File: config.mk
export PLATFORM = sky130hd
export DESIGN_NAME = fetch_unit
export DESIGN_NICKNAME = d
export VERILOG_FILES = /design/src/rtl/fetch_unit.sv
export SDC_FILE = /design/constraint.sdc
export NUM_CORES = 1
export LEC_CHECK = 0
export ABC_AREA = 1
export BUFFER_PORTS_ARGS = -buffer_cell sky130_fd_sc_hd__buf_2
export CAP_MARGIN = 10
export CORE_UTILIZATION = 45
export DETAILED_ROUTE_END_ITERATION = 10
export PLACE_DENSITY = 0.74
export SLEW_MARGIN = 10
export SYNTH_ARGS = -nofsm -noshare
export SYNTH_HDL_FRONTEND = slang
export SYNTH_SLANG_ARGS = --single-unit
export TNS_END_PERCENT = 100
File: constraint.sdc
create_clock -name i_clk -period 13.2 [get_ports i_clk]
set_input_delay 2.64 -clock i_clk [delete_from_list [all_inputs] [get_ports i_clk]]
set_output_delay 2.64 -clock i_clk [all_outputs]
set_load 0.01 [all_outputs]
File: src/rtl/fetch_unit.sv
// Instruction fetch unit: one outstanding imem request, a single-entry
// instruction register toward decode, and redirect handling that drains
// an in-flight request before refetching from the branch target.
module fetch_unit #(
    parameter logic [31:0] RESET_PC = 32'h0000_0000
) (
    input  logic        i_clk,
    input  logic        i_rst,
    output logic        o_imem_req,
    output logic [31:0] o_imem_addr,
    input  logic        i_imem_ack,
    input  logic [31:0] i_imem_rdata,
    input  logic        i_redirect,
    input  logic [31:0] i_redirect_pc,
    output logic        o_valid,
    input  logic        i_ready,
    output logic [31:0] o_instr,
    output logic [31:0] o_pc,
    output logic [31:0] o_pc_plus4,
    output logic [31:0] o_fetch_cnt
);

    localparam logic [31:0] NOP = 32'h0000_0013;

    typedef enum logic [1:0] {
        S_FETCH = 2'd0,
        S_VALID = 2'd1,
        S_DRAIN = 2'd2
    } state_t;

    state_t      state, state_n;
    logic [31:0] pc, pc_n;         // address of the current/next request
    logic [31:0] pend, pend_n;     // redirect target held while draining
    logic [31:0] instr, instr_n;   // instruction register toward decode
    logic [31:0] ipc, ipc_n;       // PC of the held instruction
    logic [31:0] cnt, cnt_n;       // accepted-instruction counter
    logic [31:0] tgt;

    // Redirect targets are always word aligned before use.
    assign tgt = {i_redirect_pc[31:2], 2'b00};

    // State and datapath registers; reset abandons any outstanding request.
    always_ff @(posedge i_clk or posedge i_rst) begin
        if (i_rst) begin
            state <= S_FETCH;
            pc    <= RESET_PC;
            pend  <= RESET_PC;
            instr <= NOP;
            ipc   <= RESET_PC;
            cnt   <= 32'd0;
        end else begin
            state <= state_n;
            pc    <= pc_n;
            pend  <= pend_n;
            instr <= instr_n;
            ipc   <= ipc_n;
            cnt   <= cnt_n;
        end
    end

    // Next-state and datapath update; redirect always takes priority over
    // capturing or handing off an instruction.
    always_comb begin
        state_n = state;
        pc_n    = pc;
        pend_n  = pend;
        instr_n = instr;
        ipc_n   = ipc;
        cnt_n   = cnt;
        unique case (state)
            S_FETCH: begin
                if (i_imem_ack && i_redirect) begin
                    // Returned word belongs to the wrong path: drop it.
                    pc_n = tgt;
                end else if (i_imem_ack) begin
                    instr_n = i_imem_rdata;
                    ipc_n   = pc;
                    state_n = S_VALID;
                end else if (i_redirect) begin
                    // Address must stay put until the memory answers.
                    pend_n  = tgt;
                    state_n = S_DRAIN;
                end
            end
            S_DRAIN: begin
                if (i_imem_ack) begin
                    // The freshest redirect wins, even in the ack cycle.
                    pc_n    = i_redirect ? tgt : pend;
                    state_n = S_FETCH;
                end else if (i_redirect) begin
                    pend_n = tgt;
                end
            end
            S_VALID: begin
                if (i_redirect) begin
                    pc_n    = tgt;
                    state_n = S_FETCH;
                end else if (i_ready) begin
                    pc_n    = pc + 32'd4;
                    cnt_n   = cnt + 32'd1;
                    state_n = S_FETCH;
                end
            end
            default: begin
                state_n = S_FETCH;
            end
        endcase
    end

    // Request is suppressed while reset is held so nothing leaks out early.
    assign o_imem_req  = ~i_rst & (state != S_VALID);
    assign o_imem_addr = pc;
    assign o_valid     = (state == S_VALID);
    assign o_instr     = instr;
    assign o_pc        = ipc;
    assign o_pc_plus4  = ipc + 32'd4;
    assign o_fetch_cnt = cnt;

endmodule
==> summary.md, run 1 <==
| Metric | Value |
|---|---|
| Outcome | `complete, no violations` |
| Worst-Skew Late Latency | `430 ps` |
| Dpl ws | `7480 ps` |
| Total wire length | `24,300 um` |
| Slowest cell on crit path | `buf_2` |
| Top FF cell, synth | `dfrtp_1` |
| Iteration count of the initial detailed-routing pass | `5` |
| Leak | `5.67 nW` |
| CORE AREA | `19,600 sq um` |
| Num ports | `231` |
| Post-CTS setup buffers | `0` |
| Syn-to-layout area delta | `21.4%` |
| WL/cell | `14.6 um` |
| Port bufs | `228` |
| Area contributors post-synth | `dfrtp_1 44%, nand2_1 16%, o21ai_0 6.5%` |
| Root Buffer | `clkbuf_16` |
| DR vias/cell | `5.07` |
| Detail Placement HPWL | `17,200 um` |
| Period minus WS final | `5630 ps` |
| Net Count, Synth | `1,258` |
| Post-synth EDFFs | `0` |
| Mapped Cells | `1,182` |
| Worst reg-to-reg path cell count | `12` |
| Yosys warnings | `0` |
| Worst R2R Setup Slack | `10,020 ps` |
| Slew HR | `33.9%` |
| Crit start category | `input pin` |
| Fin crit share | `42.7%` |
| # resized after CTS | `0` |
| Worst ir drop on vdd | `104 uV` |
| Nets | `1,467` |
| Hold_ws | `467 ps` |
| Fin. max-slew vios | `0` |
| Async SR Flop Fraction | `100%` |
| Worst hold path startpoint | `o_fetch_cnt[31]` |
| GRT Overall Usage | `24.0%` |
| Synth Register Bits | `162` |
| # setup viols final | `0` |
| Seq/Total Area, Yosys | `44.7%` |
| Die area | `20,700 sq um` |
| Delay of the slowest critical-path stage | `140 ps` |
| Critical path class | `input pin to primary output` |
| Max Fanout on Critical Path | `2` |
| CTS buffer count | `17` |
| Top cell type's share of synthesized area | `43.9%` |
| Setup tns final | `0 ps` |
| Hold crit path type | `register to register` |
| Final ANT Viol Nets | `0` |
| Die H | `144 um` |
| Longest Clk Path Bufs | `2` |
| Gpl congestion | `0.859` |
| CTS H-tree depth | `4` |
| Clock transition at the registers of the reported paths | `70 ps` |
| Most used cell, CP | `buf_2` |
| Setup crit end kind | `primary output` |
| Setup slack after layout | `7570 ps` |
| Critical path cell sequence | `buf_2 -> nor2_1 -> buf_2` |
| Vias in the first global route | `7,739` |
| Post-synth top area cell | `dfrtp_1` |
| Worst path required time | `10,560 ps` |
| FMAX | `177 MHz` |
| Drt drc | `0` |
| Synthesized area | `9070 sq um` |
| CP arrival | `2990 ps` |
| CTS tree | `built` |
| RSZ-0062 raised after global routing | `false` |
| Reg2reg start | `state[1]` |
| Hold Buf Count CTS | `0` |
| Post-Syn Area per Cell | `7.67 sq um` |
| Vias | `8,477` |
| Count of different cell masters after synthesis | `37` |
| Initial Util | `46.3%` |
| Pwr dens | `218 nW/um^2` |
| Row count | `51` |
| Worst hold stages | `1` |
| FF-to-FF End | `o_imem_addr[17]` |
| Top cells by count, synth | `391 x nand2_1, 159 x dfrtp_1, 118 x o21ai_0` |
| Maxcap violations | `0` |
| Largest net degree at the start of global routing | `93` |
| Most frequent cell after synthesis | `nand2_1` |
| First-pass GRT wire length | `38,500 um` |
| Initial antenna violation count | `6` |
| Final hold vios | `0` |
| Die width | `144 um` |
| Hold endpoint | `o_fetch_cnt[31]` |
| Slew @ Worst Pin | `990 ps` |
| DR iter-0 viols | `596` |
| Clock skew | `13.3 ps` |
| CTS Sinks | `162` |
| Layout cells sized above 1 | `24.3%` |
| Gr ovfl total | `0` |
## how the worst max path moves through the flow
stage                     startpoint               to  slack, ps  cells past startpoint
after floorplan                i_rst   o_fetch_cnt[0]       6190                      1
after global placement    i_redirect  o_imem_addr[17]       7480                      8
after detailed placement  i_redirect   o_imem_addr[7]       7480                      8
after CTS                      i_rst       o_imem_req       7560                      3
after global routing           i_rst       o_imem_req       7530                      3
final                          i_rst       o_imem_req       7570                      3
## stage by stage
step / cells / area, sq um / util [%] / total power [mW]
finish: 1672 / 11000 / 56.2 / 2.40
global route: 1669 / 11000 / 56.2 / 2.60
CTS: 1669 / 11000 / 56.2 / 2.41
detailed placement: 1637 / 10400 / 53.2 / 1.91
global placement: 1637 / 10400 / 53.2 / 1.89
floorplan: 1182 / 9070 / - / 1.52
## report_power, final
part / internal (mW) / switching (mW) / leakage [nW] / total, mW
Sequential: 0.685 / 0.180 / 2.03 / 0.865
Combinational: 0.394 / 0.652 / 3.36 / 1.05
Clock: 0.279 / 0.213 / 0.279 / 0.492
## worst max-delay path, delay by kind of cell
kind                   cells  cell delay [ps]
buffers and inverters      2              270
and+or+nand+nor            1               90
## cell families (layout without fill, tap and decap cells)
group	Yosys count	count (layout)	share of synthesized area, %
xor gates and xnor gates	61	61	5.89
other	0	3	0
buffers and inverters	154	376	6.72
muxes	36	36	4.47
adders and majority gates	7	7	0.966
and+or+nand+nor	597	597	27.8
AOI/OAI and AO/OA	165	165	9.45
DFF	162	162	44.7
## cell usage in the layout (no fill, tap or decap), types with 3 or more instances in the layout
| cell | n |
|---|---|
| diode_2 | 3 |
| a21oi_1 | 34 |
| buf_4 | 7 |
| clkbuf_8 | 3 |
| buf_2 | 228 |
| dfrtp_1 | 159 |
| clkinvlp_4 | 3 |
| inv_6 | 5 |
| o21ai_0 | 118 |
| nor3_4 | 3 |
| nand3_1 | 45 |
| nand2_2 | 6 |
| nor2_4 | 3 |
| inv_2 | 3 |
| nand4_1 | 10 |
| nor3_1 | 13 |
| clkbuf_16 | 17 |
| ha_1 | 7 |
| nor2_2 | 10 |
| xnor2_1 | 23 |
| nor2_1 | 102 |
| nand2_1 | 391 |
| dfstp_2 | 3 |
| o211ai_1 | 6 |
| nand3_2 | 3 |
| inv_1 | 104 |
| xor2_1 | 38 |
| mux2_2 | 36 |
## layout make-up
type | instances | area (sq um)
fillers | 1848 | 8580
multi-input cells | 866 | 4420
flip-flops and latches | 162 | 4060
repair buffers | 235 | 1190
clock buffers | 21 | 470
inverters | 109 | 417
well taps | 265 | 332
clock inverters | 11 | 116
diodes | 3 | 7.51
## per-layer routing
layer / GRT usage [%] / wire length (um) / part of all wire (%) / vias up
met5: 0 / 45 / 0.18 / -
met4: 9.74 / 537 / 2.2 / 6
met3: 5.50 / 1940 / 8.0 / 45
met1: 30.0 / 10500 / 43 / 3900
li1: - / - / - / 4180
met2: 39.9 / 11300 / 46 / 346
## flip-flops by register name, summed over array words and instances (netlist names)
| register | cells |
|---|---|
| o_fetch_cnt | 32 |
| o_imem_addr | 32 |
| o_instr | 32 |
| o_pc | 32 |
| pend | 32 |
| state | 2 |
(Power assumes the default switching activity.)
==> inputs of run 2 (changes only) <==
--- a/config.mk
+++ b/config.mk
@@ -10,7 +10,7 @@
 export CAP_MARGIN = 10
 export CORE_UTILIZATION = 45
 export DETAILED_ROUTE_END_ITERATION = 10
-export PLACE_DENSITY = 0.74
+export PLACE_DENSITY = 0.77
 export SLEW_MARGIN = 10
 export SYNTH_ARGS = -nofsm -noshare
 export SYNTH_HDL_FRONTEND = slang
==> constraint.sdc (replaced) <==
create_clock -name i_clk -period 4.7 [get_ports i_clk]
set_input_delay 0.94 -clock i_clk [delete_from_list [all_inputs] [get_ports i_clk]]
set_output_delay 0.94 -clock i_clk [all_outputs]
set_load 0.01 [all_outputs]
==> run 2 against run 1 <==
First-iteration DRC count is 24% lower. Clock-buffer cell count is 3 lower. Routed wire length is 0.32% higher. Sequential power grew to 2.8 times the previous value. Sequential cell count stayed put. Clock power grew to 3.0 times the previous value. Power grew to 2.8 times the previous value. Clock skew is 2.5 ps lower. Critical path type is now register to primary output. Critical endpoint is now o_pc_plus4[26]. Largest cell class unchanged.
==> summary.md, run 2 (same netlist as run 1, synthesis figures left out) <==
| Metric | Value |
|---|---|
| Outcome | `complete, no violations` |
| Worst hold stages | `1` |
| DR iter-0 viols | `451` |
| Num ports | `231` |
| Syn-to-layout area delta | `22.2%` |
| Gr ovfl total | `0` |
| Initial antenna violation count | `8` |
| Top Family by Delay on Critical Path | `simple AND/OR/NAND/NOR gates` |
| Initial Util | `46.3%` |
| Final hold vios | `0` |
| Die H | `144 um` |
| Worst ir drop on vdd | `287 uV` |
| Vias in the first global route | `7,851` |
| Critical path cell sequence | `ha_1 -> nand2_1 -> nor3_4 -> nand2_1 -> nor2_1 -> inv_1 -> nor3_2 -> nand3_1 -> xor2_1 -> buf_2` |
| FMAX | `288 MHz` |
| Delay of the slowest critical-path stage | `390 ps` |
| Hold Buf Count CTS | `0` |
| Layout cells sized above 1 | `24.4%` |
| Largest net degree at the start of global routing | `76` |
| Worst reg-to-reg path cell count | `8` |
| Nets | `1,470` |
| Worst path required time | `3760 ps` |
| Maxcap violations | `0` |
| Worst hold path startpoint | `o_fetch_cnt[31]` |
| Die width | `144 um` |
| Most frequent cells in the layout | `391 x nand2_1, 228 x buf_2, 159 x dfrtp_1, 118 x o21ai_0, 104 x inv_1` |
| Post-CTS setup buffers | `0` |
| Slew @ Worst Pin | `973 ps` |
| Fin. max-slew vios | `0` |
| Clock skew | `10.8 ps` |
| Hold crit path type | `register to register` |
| Total wire length | `24,400 um` |
| Hold endpoint | `o_fetch_cnt[31]` |
| DR vias/cell | `5.08` |
| Most common cell after layout, fill and taps aside | `nand2_1` |
| Setup tns final | `0 ps` |
| Drt drc | `0` |
| Root Buffer | `clkbuf_16` |
| # setup viols final | `0` |
| Detail Placement HPWL | `17,700 um` |
| FF-to-FF End | `o_imem_addr[10]` |
| CORE AREA | `19,600 sq um` |
| Pwr dens | `617 nW/um^2` |
| Gpl congestion | `0.904` |
| Worst R2R Setup Slack | `2190 ps` |
| Reg2reg start | `state[1]` |
| Die area | `20,700 sq um` |
| Port bufs | `228` |
| # resized after CTS | `0` |
| Iteration count of the initial detailed-routing pass | `5` |
| RSZ-0062 raised after global routing | `false` |
| WL/cell | `14.6 um` |
| CTS H-tree depth | `4` |
| Max Fanout on Critical Path | `5` |
| Period minus WS final | `3470 ps` |
| Worst-Skew Late Latency | `430 ps` |
| Longest Clk Path Bufs | `2` |
| CP arrival | `2530 ps` |
| Critical path class | `register to primary output` |
| CTS tree | `built` |
| GRT Overall Usage | `24.0%` |
| Leak | `5.70 nW` |
| Final ANT Viol Nets | `0` |
| CP bufs+invs | `2` |
| Tot Pwr | `6.84 mW` |
| Clock transition at the registers of the reported paths | `70 ps` |
| Layout fillers | `1,812` |
| CTS Sinks | `162` |
| Fin crit share | `73.9%` |
| Row count | `51` |
| First-pass GRT wire length | `38,600 um` |
| Crit start category | `register` |
| Setup crit end kind | `primary output` |
| Most used cell, CP | `nand2_1` |
| Slowest cell on crit path | `dfrtp_1` |
| Vias | `8,508` |
| CTS buffer count | `17` |
| Slew HR | `35.1%` |
## run 2: cell count changes in the layout (fill, tap and decap cells not counted), sizes merged
cell	delta
diode	-1
clkbuf	-3
clkinv	-2
buf	+3
bufinv	+2
inv	+2
clkinvlp	+1
## run 2: where the power goes
| group | leakage [nW] | internal [mW] | switching, mW |
|---|---|---|---|
| logic | 3.38 | 1.11 | 1.84 |
| clock network | 0.294 | 0.856 | 0.618 |
| registers | 2.03 | 1.92 | 0.493 |
## run 2: worst reg2reg max path, delay by kind of cell, from the launching register on
family | cells | cell delay, ps
buf+inv | 3 | 1020
compound gates | 4 | 680
flops | 1 | 410
fa+ha+maj | 1 | 290
## run 2: worst max-delay path by stage
stage / to / cells after the start / slack, ps / startpoint
CTS: o_pc_plus4[26] / 10 / 1170 / o_pc[2]
global placement: o_pc[5] / 6 / 1650 / i_redirect
global route: o_pc_plus4[26] / 10 / 1020 / o_pc[2]
floorplan: o_fetch_cnt[0] / 1 / 1710 / i_rst
finish: o_pc_plus4[26] / 10 / 1230 / o_pc[2]
detailed placement: o_pc[7] / 6 / 1620 / i_redirect
## run 2: per-layer routing
layer | part of all wire, % | wire length (um) | GRT usage, %
met5 | 0.24 | 59 | 0
met2 | 47 | 11500 | 40.5
met1 | 42 | 10200 | 28.7
met4 | 2.4 | 578 | 9.74
met3 | 8.7 | 2110 | 6.95
## run 2: final cells by class
cell class	count	area, sq um	share of cell area, %
Sequential cell	162	4060	36.6
Clock inverter	14	190	1.72
Clock buffer	18	429	3.87
Timing Repair Buffer	238	1240	11.2
Inverter	109	415	3.75
Multi-Input combinational cell	866	4420	39.8
Tap cell	265	332	2.99
Antenna cell	2	5.00	0.0451
## run 2: per-stage QoR
| step | hold WS [ps] | setup slack [ps] | utilization (%) | instance area, sq um | cells |
|---|---|---|---|---|---|
| after detailed placement | 471 | 1620 | 53.4 | 10500 | 1640 |
| after CTS | 481 | 1170 | 56.6 | 11100 | 1672 |
| after floorplan | 473 | 1710 | - | 9070 | 1182 |
| after global placement | 455 | 1650 | 53.4 | 10500 | 1640 |
| final | 476 | 1230 | 56.6 | 11100 | 1674 |
| after global routing | 514 | 1020 | 56.6 | 11100 | 1672 |
==> inputs of run 3 (changes only) <==
--- a/config.mk
+++ b/config.mk
@@ -10,7 +10,7 @@
 export CAP_MARGIN = 10
 export CORE_UTILIZATION = 45
 export DETAILED_ROUTE_END_ITERATION = 10
-export PLACE_DENSITY = 0.77
+export PLACE_DENSITY = 0.74
 export SLEW_MARGIN = 10
 export SYNTH_ARGS = -nofsm -noshare
 export SYNTH_HDL_FRONTEND = slang
==> constraint.sdc (replaced) <==
create_clock -name i_clk -period 3.53 [get_ports i_clk]
set_input_delay 0.706 -clock i_clk [delete_from_list [all_inputs] [get_ports i_clk]]
set_output_delay 0.706 -clock i_clk [all_outputs]
set_load 0.01 [all_outputs]
==> run 3 against run 2 <==
Routed wire length rose by 2.3%. Non-clock buffer count grew 5. Global-route usage up 0.50 points. Combinational power up 34%. Clock power up 24%. Sequential cell count did not move. First-iteration DRC count is 18% higher. Sequential share of layout area is essentially flat. Sequential power is 33% higher.
==> summary.md, run 3 (same netlist as run 1, synthesis figures left out) <==
| Metric | Value |
|---|---|
| Gr ovfl total | `0` |
| Worst path required time | `2820 ps` |
| Crit path from | `o_pc[2]` |
| Final hold vios | `0` |
| CTS tree | `built` |
| RSZ-0062 raised after global routing | `false` |
| Syn-to-layout area delta | `22.3%` |
| DR iter-0 viols | `533` |
| Final ANT Viol Nets | `0` |
| Critical path class | `register to primary output` |
| Tot Pwr | `9.00 mW` |
| Period minus WS final | `3240 ps` |
| # resized after CTS | `0` |
| FMAX | `309 MHz` |
| Pwr dens | `811 nW/um^2` |
| GRT Overall Usage | `24.5%` |
| Drt drc | `0` |
| Vias | `8,609` |
| Fin. max-slew vios | `0` |
| Max Fanout on Critical Path | `5` |
| Reg2reg start | `state[1]` |
| Root Buffer | `clkbuf_16` |
| Row count | `51` |
| Vias in the first global route | `7,930` |
| CTS Sinks | `162` |
| Slew @ Worst Pin | `944 ps` |
| Dpl ws | `716 ps` |
| Initial antenna violation count | `7` |
| Utilization after layout | `56.6%` |
| Die area | `20,700 sq um` |
| # setup viols final | `0` |
| Setup slack after layout | `294 ps` |
| CTS H-tree depth | `4` |
| Most common cell after layout, fill and taps aside | `nand2_1` |
| Clock transition at the registers of the reported paths | `70 ps` |
| Longest Clk Path Bufs | `2` |
| Num ports | `231` |
| Outcome | `complete, no violations` |
| Port bufs | `228` |
| Largest net degree at the start of global routing | `63` |
| Detail Placement HPWL | `18,300 um` |
| Worst-Skew Late Latency | `430 ps` |
| Layout cells sized above 1 | `24.8%` |
| Die H | `144 um` |
| Initial Util | `46.3%` |
| Maxcap violations | `0` |
| Hold crit path type | `input pin to asynchronous set/reset pin` |
| Fin crit share | `91.7%` |
| WL/cell | `14.8 um` |
| Most frequent cells in the layout | `391 x nand2_1, 228 x buf_2, 159 x dfrtp_1, 118 x o21ai_0, 104 x inv_1` |
| Setup tns final | `0 ps` |
| Leak | `5.72 nW` |
| Clock skew | `12.5 ps` |
| Total wire length | `25,000 um` |
| CP arrival | `2530 ps` |
| Die width | `144 um` |
| Slew HR | `37.0%` |
| Hold Buf Count CTS | `0` |
| DR vias/cell | `5.12` |
| CORE AREA | `19,600 sq um` |
| Post-CTS setup buffers | `0` |
| Hold_ws | `463 ps` |
| First-pass GRT wire length | `39,400 um` |
| Worst ir drop on vdd | `546 uV` |
| Crit start category | `register` |
| Nets | `1,475` |
| CTS buffer count | `17` |
| Iteration count of the initial detailed-routing pass | `5` |
| Gpl congestion | `0.890` |
| Setup crit end kind | `primary output` |
## run 3: cell types whose count changed in the layout (fill, tap and decap cells not counted)
cell	previous run	this run
buf_4	8	13
clkinvlp_4	4	3
diode_2	2	5
clkinv_2	0	1
clkinv_8	0	2
clkbuf_1	1	0
bufinv_16	3	0
inv_6	5	3
inv_8	3	7
## run 3: worst paths after layout
check                                  endpoint  slack, ps  cells after the start
min in group i_clk              o_fetch_cnt[31]        470                      1
worst min register to register  o_fetch_cnt[31]        470                      1
worst max-delay path             o_pc_plus4[26]        290                     10
worst max register to register  o_imem_addr[21]       1330                     12
worst min-delay path                   pend[21]        460                      2
max in group asynchronous            o_instr[4]       2190                      3
## run 3: final cells by class
| type | count | area [sq um] |
|---|---|---|
| clock buffers | 17 | 425 |
| multi-input cells | 866 | 4420 |
| flip-flops and latches | 162 | 4060 |
| well taps | 265 | 332 |
| repair buffers | 243 | 1280 |
| inverters | 109 | 415 |
| fillers | 1805 | 8500 |
| clock inverters | 15 | 158 |
| diodes | 5 | 12.5 |
## run 3: metrics by stage
stage | area, sq um | std cells
6_report | 11100 | 1682
5_1_grt | 11100 | 1678
4_1_cts | 11100 | 1677
3_5_place_dp | 10500 | 1645
3_3_place_gp | 10500 | 1645
2_1_floorplan | 9070 | 1182
## run 3: worst max-delay path, cell delays in order, from the launching register on
cell and delay (ps):
dfrtp_1 390, ha_1 190, nand2_1 110, nor3_4 290
nand2_1 100, nor2_1 220, inv_1 100, nor3_2 260
nand3_1 140, xor2_1 160, buf_2 130
## run 3: layer usage
layer | GRT usage, % | part of all wire (%)
met1 | 30.6 | 42
met3 | 6.19 | 9.1
met5 | 0 | 0.11
met4 | 8.45 | 1.6
met2 | 41.2 | 48
## run 3: power breakdown
part	switching (mW)	internal, mW	total, mW
clock network	0.877	0.950	1.83
logic	2.45	1.49	3.94
registers	0.670	2.56	3.23
total	4.00	5.00	9.00
